==> src/rtl/match_pkg.sv <==
// Shared state codes, winner encodings and finish-bus decode for the match sequencer.
package match_pkg;

  typedef enum logic [2:0] {
    ST_IDLE       = 3'd0,
    ST_COUNTDOWN  = 3'd1,
    ST_FIGHT      = 3'd2,
    ST_ROUND_END  = 3'd3,
    ST_MATCH_OVER = 3'd4,
    ST_PAUSED     = 3'd5
  } state_t;

  typedef enum logic [1:0] {
    W_NONE = 2'b00,
    W_P1   = 2'b01,
    W_P2   = 2'b10,
    W_DRAW = 2'b11
  } winner_t;

  localparam int FINISH_KO_BIT = 0;
  localparam int FINISH_P2_BIT = 1;

  localparam logic [1:0] WINS_SAT = 2'd3;

  // Higher score wins; a tie is a draw. Used for both health and win counts.
  function automatic winner_t compare_scores(input logic [3:0] a, input logic [3:0] b);
    if (a > b)      return W_P1;
    else if (b > a) return W_P2;
    else            return W_DRAW;
  endfunction

endpackage

==> src/rtl/sec_tick_gen.sv <==
// One-second prescaler: single-cycle tick at terminal count, clear restarts, hold freezes.
module sec_tick_gen #(
  parameter int TICKS_PER_SEC = 100_000_000
) (
  input  logic clk,
  input  logic reset,
  input  logic clear,
  input  logic hold,
  output logic tick
);

  localparam int CW = (TICKS_PER_SEC > 1) ? $clog2(TICKS_PER_SEC) : 1;
  localparam logic [CW-1:0] LAST = CW'(TICKS_PER_SEC - 1);

  logic [CW-1:0] count;

  assign tick = (count == LAST) && !hold;

  always_ff @(posedge clk or negedge reset) begin
    if (!reset) begin
      count <= '0;
    end else if (clear) begin
      count <= '0;
    end else if (!hold) begin
      if (tick) count <= '0;
      else      count <= count + 1'b1;
    end
  end

endmodule

==> src/rtl/match_controller.sv <==
// Round/match sequencer: countdown, timed fight, KO/timeout judgement, best-of-N scoring.
// Optional pause feature enabled by defining PAUSE_MATCH_EN.
module match_controller
  import match_pkg::*;
#(
  parameter int TICKS_PER_SEC  = 100_000_000,
  parameter int COUNTDOWN_SECS = 3,
  parameter int ROUND_SECS     = 60,
  parameter int HOLD_SECS      = 3,
  parameter int WINS_TO_MATCH  = 2,
  parameter int MAX_ROUNDS     = 5
) (
  input  logic       clk,
  input  logic       reset,
  input  logic       start_btn,
  input  logic       pause_btn,
  input  logic [1:0] finish,
  input  logic [3:0] p1_health,
  input  logic [3:0] p2_health,
  output logic       game_rst_n,
  output logic       inputs_enable,
  output logic [2:0] state,
  output logic [2:0] round_num,
  output logic [1:0] p1_wins,
  output logic [1:0] p2_wins,
  output logic [3:0] countdown,
  output logic [6:0] seconds_left,
  output logic [1:0] round_winner,
  output logic [1:0] match_winner
);

  localparam logic [3:0] CD_INIT    = 4'(COUNTDOWN_SECS);
  localparam logic [6:0] ROUND_INIT = 7'(ROUND_SECS);
  localparam logic [6:0] HOLD_LAST  = 7'(HOLD_SECS - 1);
  localparam logic [1:0] WINS_GOAL  = 2'(WINS_TO_MATCH);
  localparam logic [2:0] ROUND_MAX  = 3'(MAX_ROUNDS);

  state_t      cur_state, nx_state;
  winner_t     rw_q, mw_q, rw_nx, mw_nx, end_winner;
  logic [2:0]  round_nx;
  logic [1:0]  p1w_nx, p2w_nx;
  logic [3:0]  cd_nx;
  logic [6:0]  secs_nx, hold_cnt, hold_nx;
  logic        start_q, start_rise, pause_rise;
  logic        do_end, do_begin, match_done;
  logic        tick, tick_clear, tick_hold, pause_pair;

  assign start_rise = start_btn && !start_q;

`ifdef PAUSE_MATCH_EN
  logic pause_q;
  assign pause_rise = pause_btn && !pause_q;

  always_ff @(posedge clk or negedge reset) begin
    if (!reset) pause_q <= 1'b0;
    else        pause_q <= pause_btn;
  end
`else
  logic unused_pause;
  assign unused_pause = pause_btn;
  assign pause_rise   = 1'b0;
`endif

  // Fight/pause toggling keeps the prescaler phase; every other state entry restarts it.
  assign pause_pair = ((cur_state == ST_FIGHT) && (nx_state == ST_PAUSED)) ||
                      ((cur_state == ST_PAUSED) && (nx_state == ST_FIGHT));
  assign tick_clear = (nx_state != cur_state) && !pause_pair;
  assign tick_hold  = (cur_state == ST_PAUSED);

  sec_tick_gen #(
    .TICKS_PER_SEC(TICKS_PER_SEC)
  ) u_tick (
    .clk  (clk),
    .reset(reset),
    .clear(tick_clear),
    .hold (tick_hold),
    .tick (tick)
  );

  assign match_done = (p1_wins >= WINS_GOAL) || (p2_wins >= WINS_GOAL) ||
                      (round_num >= ROUND_MAX);

  always_ff @(posedge clk or negedge reset) begin
    if (!reset) cur_state <= ST_IDLE;
    else        cur_state <= nx_state;
  end

  always_comb begin
    nx_state   = cur_state;
    round_nx   = round_num;
    p1w_nx     = p1_wins;
    p2w_nx     = p2_wins;
    cd_nx      = countdown;
    secs_nx    = seconds_left;
    hold_nx    = hold_cnt;
    rw_nx      = rw_q;
    mw_nx      = mw_q;
    do_end     = 1'b0;
    do_begin   = 1'b0;
    end_winner = W_NONE;

    case (cur_state)
      ST_IDLE, ST_MATCH_OVER: begin
        if (start_rise) do_begin = 1'b1;
      end

      ST_COUNTDOWN: begin
        if (tick) begin
          if (countdown <= 4'd1) begin
            nx_state = ST_FIGHT;
            secs_nx  = ROUND_INIT;
            cd_nx    = 4'd0;
          end else begin
            cd_nx = countdown - 4'd1;
          end
        end
      end

      // A KO outranks a timeout landing on the same cycle.
      ST_FIGHT: begin
        if (finish[FINISH_KO_BIT]) begin
          do_end     = 1'b1;
          end_winner = finish[FINISH_P2_BIT] ? W_P2 : W_P1;
        end else if (tick && (seconds_left <= 7'd1)) begin
          do_end     = 1'b1;
          secs_nx    = 7'd0;
          end_winner = compare_scores(p1_health, p2_health);
        end else begin
          if (tick)       secs_nx  = seconds_left - 7'd1;
          if (pause_rise) nx_state = ST_PAUSED;
        end
      end

`ifdef PAUSE_MATCH_EN
      ST_PAUSED: begin
        if (finish[FINISH_KO_BIT]) begin
          do_end     = 1'b1;
          end_winner = finish[FINISH_P2_BIT] ? W_P2 : W_P1;
        end else if (pause_rise) begin
          nx_state = ST_FIGHT;
        end
      end
`endif

      ST_ROUND_END: begin
        if (tick) begin
          if (hold_cnt >= HOLD_LAST) begin
            if (match_done) begin
              nx_state = ST_MATCH_OVER;
              mw_nx    = compare_scores({2'b00, p1_wins}, {2'b00, p2_wins});
            end else begin
              nx_state = ST_COUNTDOWN;
              round_nx = round_num + 3'd1;
              cd_nx    = CD_INIT;
            end
          end else begin
            hold_nx = hold_cnt + 7'd1;
          end
        end
      end

      default: nx_state = ST_IDLE;
    endcase

    if (do_end) begin
      nx_state = ST_ROUND_END;
      hold_nx  = 7'd0;
      rw_nx    = end_winner;
      if ((end_winner == W_P1) && (p1_wins != WINS_SAT)) p1w_nx = p1_wins + 2'd1;
      if ((end_winner == W_P2) && (p2_wins != WINS_SAT)) p2w_nx = p2_wins + 2'd1;
    end

    if (do_begin) begin
      nx_state = ST_COUNTDOWN;
      round_nx = 3'd1;
      p1w_nx   = 2'd0;
      p2w_nx   = 2'd0;
      rw_nx    = W_NONE;
      mw_nx    = W_NONE;
      cd_nx    = CD_INIT;
    end
  end

  // Core controls follow the state being entered so they change on the first cycle there.
  always_ff @(posedge clk or negedge reset) begin
    if (!reset) begin
      start_q       <= 1'b0;
      game_rst_n    <= 1'b0;
      inputs_enable <= 1'b0;
      round_num     <= 3'd0;
      p1_wins       <= 2'd0;
      p2_wins       <= 2'd0;
      countdown     <= CD_INIT;
      seconds_left  <= ROUND_INIT;
      hold_cnt      <= 7'd0;
      rw_q          <= W_NONE;
      mw_q          <= W_NONE;
    end else begin
      start_q       <= start_btn;
      game_rst_n    <= (nx_state == ST_FIGHT) || (nx_state == ST_ROUND_END) ||
                       (nx_state == ST_MATCH_OVER) || (nx_state == ST_PAUSED);
      inputs_enable <= (nx_state == ST_FIGHT);
      round_num     <= round_nx;
      p1_wins       <= p1w_nx;
      p2_wins       <= p2w_nx;
      countdown     <= cd_nx;
      seconds_left  <= secs_nx;
      hold_cnt      <= hold_nx;
      rw_q          <= rw_nx;
      mw_q          <= mw_nx;
    end
  end

  assign state        = cur_state;
  assign round_winner = rw_q;
  assign match_winner = mw_q;

endmodule

==> config.mk <==
export PLATFORM = sky130hd
export DESIGN_NAME = match_controller
export DESIGN_NICKNAME = d
export VERILOG_FILES = /design/src/rtl/match_pkg.sv /design/src/rtl/sec_tick_gen.sv /design/src/rtl/match_controller.sv
export SDC_FILE = /design/constraint.sdc
export NUM_CORES = 1
export LEC_CHECK = 0
export CAP_MARGIN = 20
export CORE_AREA = 2 2 82 84
export CTS_CLUSTER_SIZE = 30
export DETAILED_ROUTE_END_ITERATION = 10
export DIE_AREA = 0 0 84 86
export PLACE_DENSITY = 0.76
export SLEW_MARGIN = 5
export SYNTH_ARGS = -nofsm -noshare
export SYNTH_HDL_FRONTEND = slang
export SYNTH_SLANG_ARGS = --single-unit
==> constraint.sdc <==
create_clock -name clk -period 2.3 [get_ports clk]
set_input_delay 0.46 -clock clk [delete_from_list [all_inputs] [get_ports clk]]
set_output_delay 0.46 -clock clk [all_outputs]
set_load 0.02 [all_outputs]
==> results.md <==
- Register area share after synthesis: 45.66%
- Worst Path Required: 2.52 ns
- Die H: 86 microns
- Initial antenna violation count: 0
- Max Slew Vio Count: 0
- Synthesized area: 3415 sq um
- First-pass GRT wire length: 12530 microns
- Max Clock Freq: 464.1 MHz
- Tmin final: 2.155 ns
- Area share of the largest cell type after synthesis: 41.04%
- First-pass DRT Iterations: 4
- CTS Buffer Depth: 2
- Synth Area in Simple Gates: 24.22%
- Worst-Margin Slew: 0.7667 ns
- Pin count of the biggest net entering global routing: 35
- Number of synthesized flops with an enable pin: 0
- Adder and majority cell fraction of the synthesized area: 6.962%
- DP Area: 4049 sq um
- Antenna fix cells: 0
- P&R area growth vs syn: 25.21%
- GRT Total Usage: 21.81%
- GP Congestion: 0.8235
- Crit end category: flip-flop
- Vias per cell: 5.416
- Core Rows: 29
- CP startpoint: u_tick.count[12]
- Final Util: 68.11%
- Int Power: 1803 uW
- Worst-path clk slew: 0.07 ns
- Sw Share: 21.51%
- Top FF cell, synth: dfrtp_1
- Nets: 468
- Worst-path fanout max: 8
- Synth Net Count: 405
- Antenna viol nets, final: 0
- LEAKAGE: 0.001992 uW
- R2R setup slack: 0.15 ns
- Biggest area consumer among synthesized cells: dfrtp_1
- Hold WC Path Type: input pin to async pin
- Post-CTS Setup Bufs: 0
- Cts hold-fix bufs: 0
- Count leader, synth: dfrtp_1
- Clock skew: 0.007241 ns
- Cts bufs inserted: 9
- Worst r2r dst: countdown[3]
- Crit path arrival time: 2.37 ns
- Max cap viols: 0
- Post-route cell area: 4275 sq um
- Starting Density: 54.40%
- DR vias: 2800
- Largest family of logic cells by synthesized area: simple AND/OR/NAND/NOR gates
- XOR/XNOR Fraction of Synth Area: 6.156%
- Slew headroom: 48.88%
- Layout cells sized above 1: 13.18%
- Synth top area cells: dfrtp_1 (41%), ha_1 (7.0%), nor2_1 (5.6%)
- Syn Area/Cell: 9.179 sq um
- Compound-cell area share of the yosys netlist: 10.11%
- Vias in the first global route: 2752
- FF+latch count, synth: 62
- RSZ-0062 raised after global routing: no
- WL per Instance: 13.69 microns
- CP endpoint: countdown[3]
- DR DRC count: 0
- Core ar.: 6277 sq um
- Netlist cell types: 45
- Post-synth ARST share: 100.0%
- Skew-Pair Late Insertion Delay: 0.34 ns
- Clock share of power: 45.8%
- WS Path Type: flip-flop to flip-flop
- Initial drt markers: 140
- Fin crit share: 93.68%
- Post-synthesis mux area share: 2.638%
- H-tree depth: 3
- Instance count of the mapped netlist: 372
- Top post-synthesis cells by count: dfrtp_1 (56), nor2_1 (51), nand2_1 (29)
- Syn. warnings: 0
- Worst R2R Path Depth: 7
- Die area: 7224 sq um
- Port bufs: 39
- P_sw: 494.1 uW
- Hold Fails Final Rpt: 0
- GRT overflow: 0
- CTS tree: built
- Setup crit start kind: flip-flop
- Status: finished, final reports clean
- Dpl hpwl: 5196 microns
- Cell Pwr Density: 537.4 nW/um^2
- Sinks on the clock net: 62
- VDD IR-drop max: 0.4413 mV
- Die X: 84 microns
- R2r startpoint: u_tick.count[12]
- # fillers: 492
- Root buffer cell: clkbuf_8
- Combinational power share: 5.8%
- IO Pins: 41
- Final setup fails: 0
- Drt total wl: 7079 microns
- Seq pwr share: 48.4%
layout make-up:
class | count | area [sq um] | share of cell area, %
multi-input combinational | 273 | 1722 | 40.27
sequential | 62 | 1559 | 36.46
timing repair buffer | 65 | 593.1 | 13.87
clock buffer | 12 | 145.1 | 3.395
tap | 77 | 96.34 | 2.253
inverter | 24 | 90.09 | 2.107
clock inverter | 4 | 70.07 | 1.639
state kept, by name (all words and copies together) (netlist names):
| signal | count |
|---|---|
| countdown | 4 |
| game_rst_n | 1 |
| hold_cnt | 7 |
| inputs_enable | 1 |
| match_winner | 2 |
| p1_wins | 2 |
| p2_wins | 2 |
| round_num | 3 |
| round_winner | 2 |
| seconds_left | 7 |
| start_q | 1 |
| state | 3 |
| u_tick.count | 27 |
metrics by stage:
stage          instances  setup WS, ns  hold slack, ns  TNS (ns)  power [uW]
3_3_place_gp         501      -0.06109          0.4694   -0.1186        1266
6_report             517        0.1454          0.1955         0        2298
5_1_grt              517      0.002306          0.2567         0        2391
2_1_floorplan        372       0.06922          0.1644         0        1185
4_1_cts              517       0.02511          0.2165         0        2330
3_5_place_dp         501       -0.1067          0.4718   -0.2095        1268
worst max-delay path: stages, from the launching register on:
cell and delay (ns):
dfrtp_1 0.41, nor4_2 0.29, nand4_1 0.19, or3_4 0.40, buf_4 0.18, a211o_1 0.29, o21ai_0 0.19, a21oi_1 0.09
per-layer routing:
layer	up-vias	wire length [microns]	GRT usage [%]
li1	1399	-	-
met1	1344	3194	27.61
met2	49	3566	36.95
met3	8	231	4.909
met4	0	88	7.918
met5	-	0	0
cells by family after synthesis:
group / Yosys count
AOI/OAI and AO/OA: 61
xor gates and xnor gates: 24
adders and majority gates: 19
buffers and inverters: 37
DFF: 62
muxes: 9
and+or+nand+nor: 160
placed cells by master, fill, tap and decap left out, types with 4 or more instances in the layout:
| master | instances |
|---|---|
| xor2_1 | 15 |
| or3_1 | 4 |
| o21ai_1 | 5 |
| buf_4 | 25 |
| xnor2_1 | 9 |
| ha_1 | 19 |
| and2_1 | 6 |
| nor2_1 | 51 |
| clkdlybuf4s50_1 | 38 |
| dfstp_2 | 6 |
| and3_1 | 5 |
| a211oi_1 | 4 |
| mux2i_1 | 9 |
| nand2_1 | 29 |
| inv_1 | 24 |
| nand4_1 | 6 |
| dfrtp_1 | 56 |
| a21oi_1 | 20 |
| nand3_1 | 18 |
| nor4_1 | 5 |
| clkbuf_8 | 10 |
| nor3_1 | 8 |
| nand3b_1 | 6 |
| o21ai_0 | 21 |
power by group through the flow:
stage	logic (uW)	clock network, uW	registers [uW]
final	134	1050	1110
after global routing	153	1130	1110
after CTS	138	1080	1110
after detailed placement	137	0	1130
after global placement	135	0	1130
after floorplan	40.7	0	1140
repair_timing:
item | 4_1_cts | 5_1_grt
endpoints found under the setup margin | 0 | 13
endpoints found under the hold margin | 0 | 0
gates resized for setup | 0 | 4
how the worst min path moves through the flow:
stage / end / from / depth (start not counted)
after CTS: seconds_left[6] / reset / 1
after global placement: hold_cnt[5] / hold_cnt[5] / 1
final: seconds_left[6] / reset / 1
after detailed placement: hold_cnt[5] / hold_cnt[5] / 1
after global routing: seconds_left[6] / reset / 1
after floorplan: countdown[2] / reset / 0
Note: power is estimated with default switching activity, not from simulation.
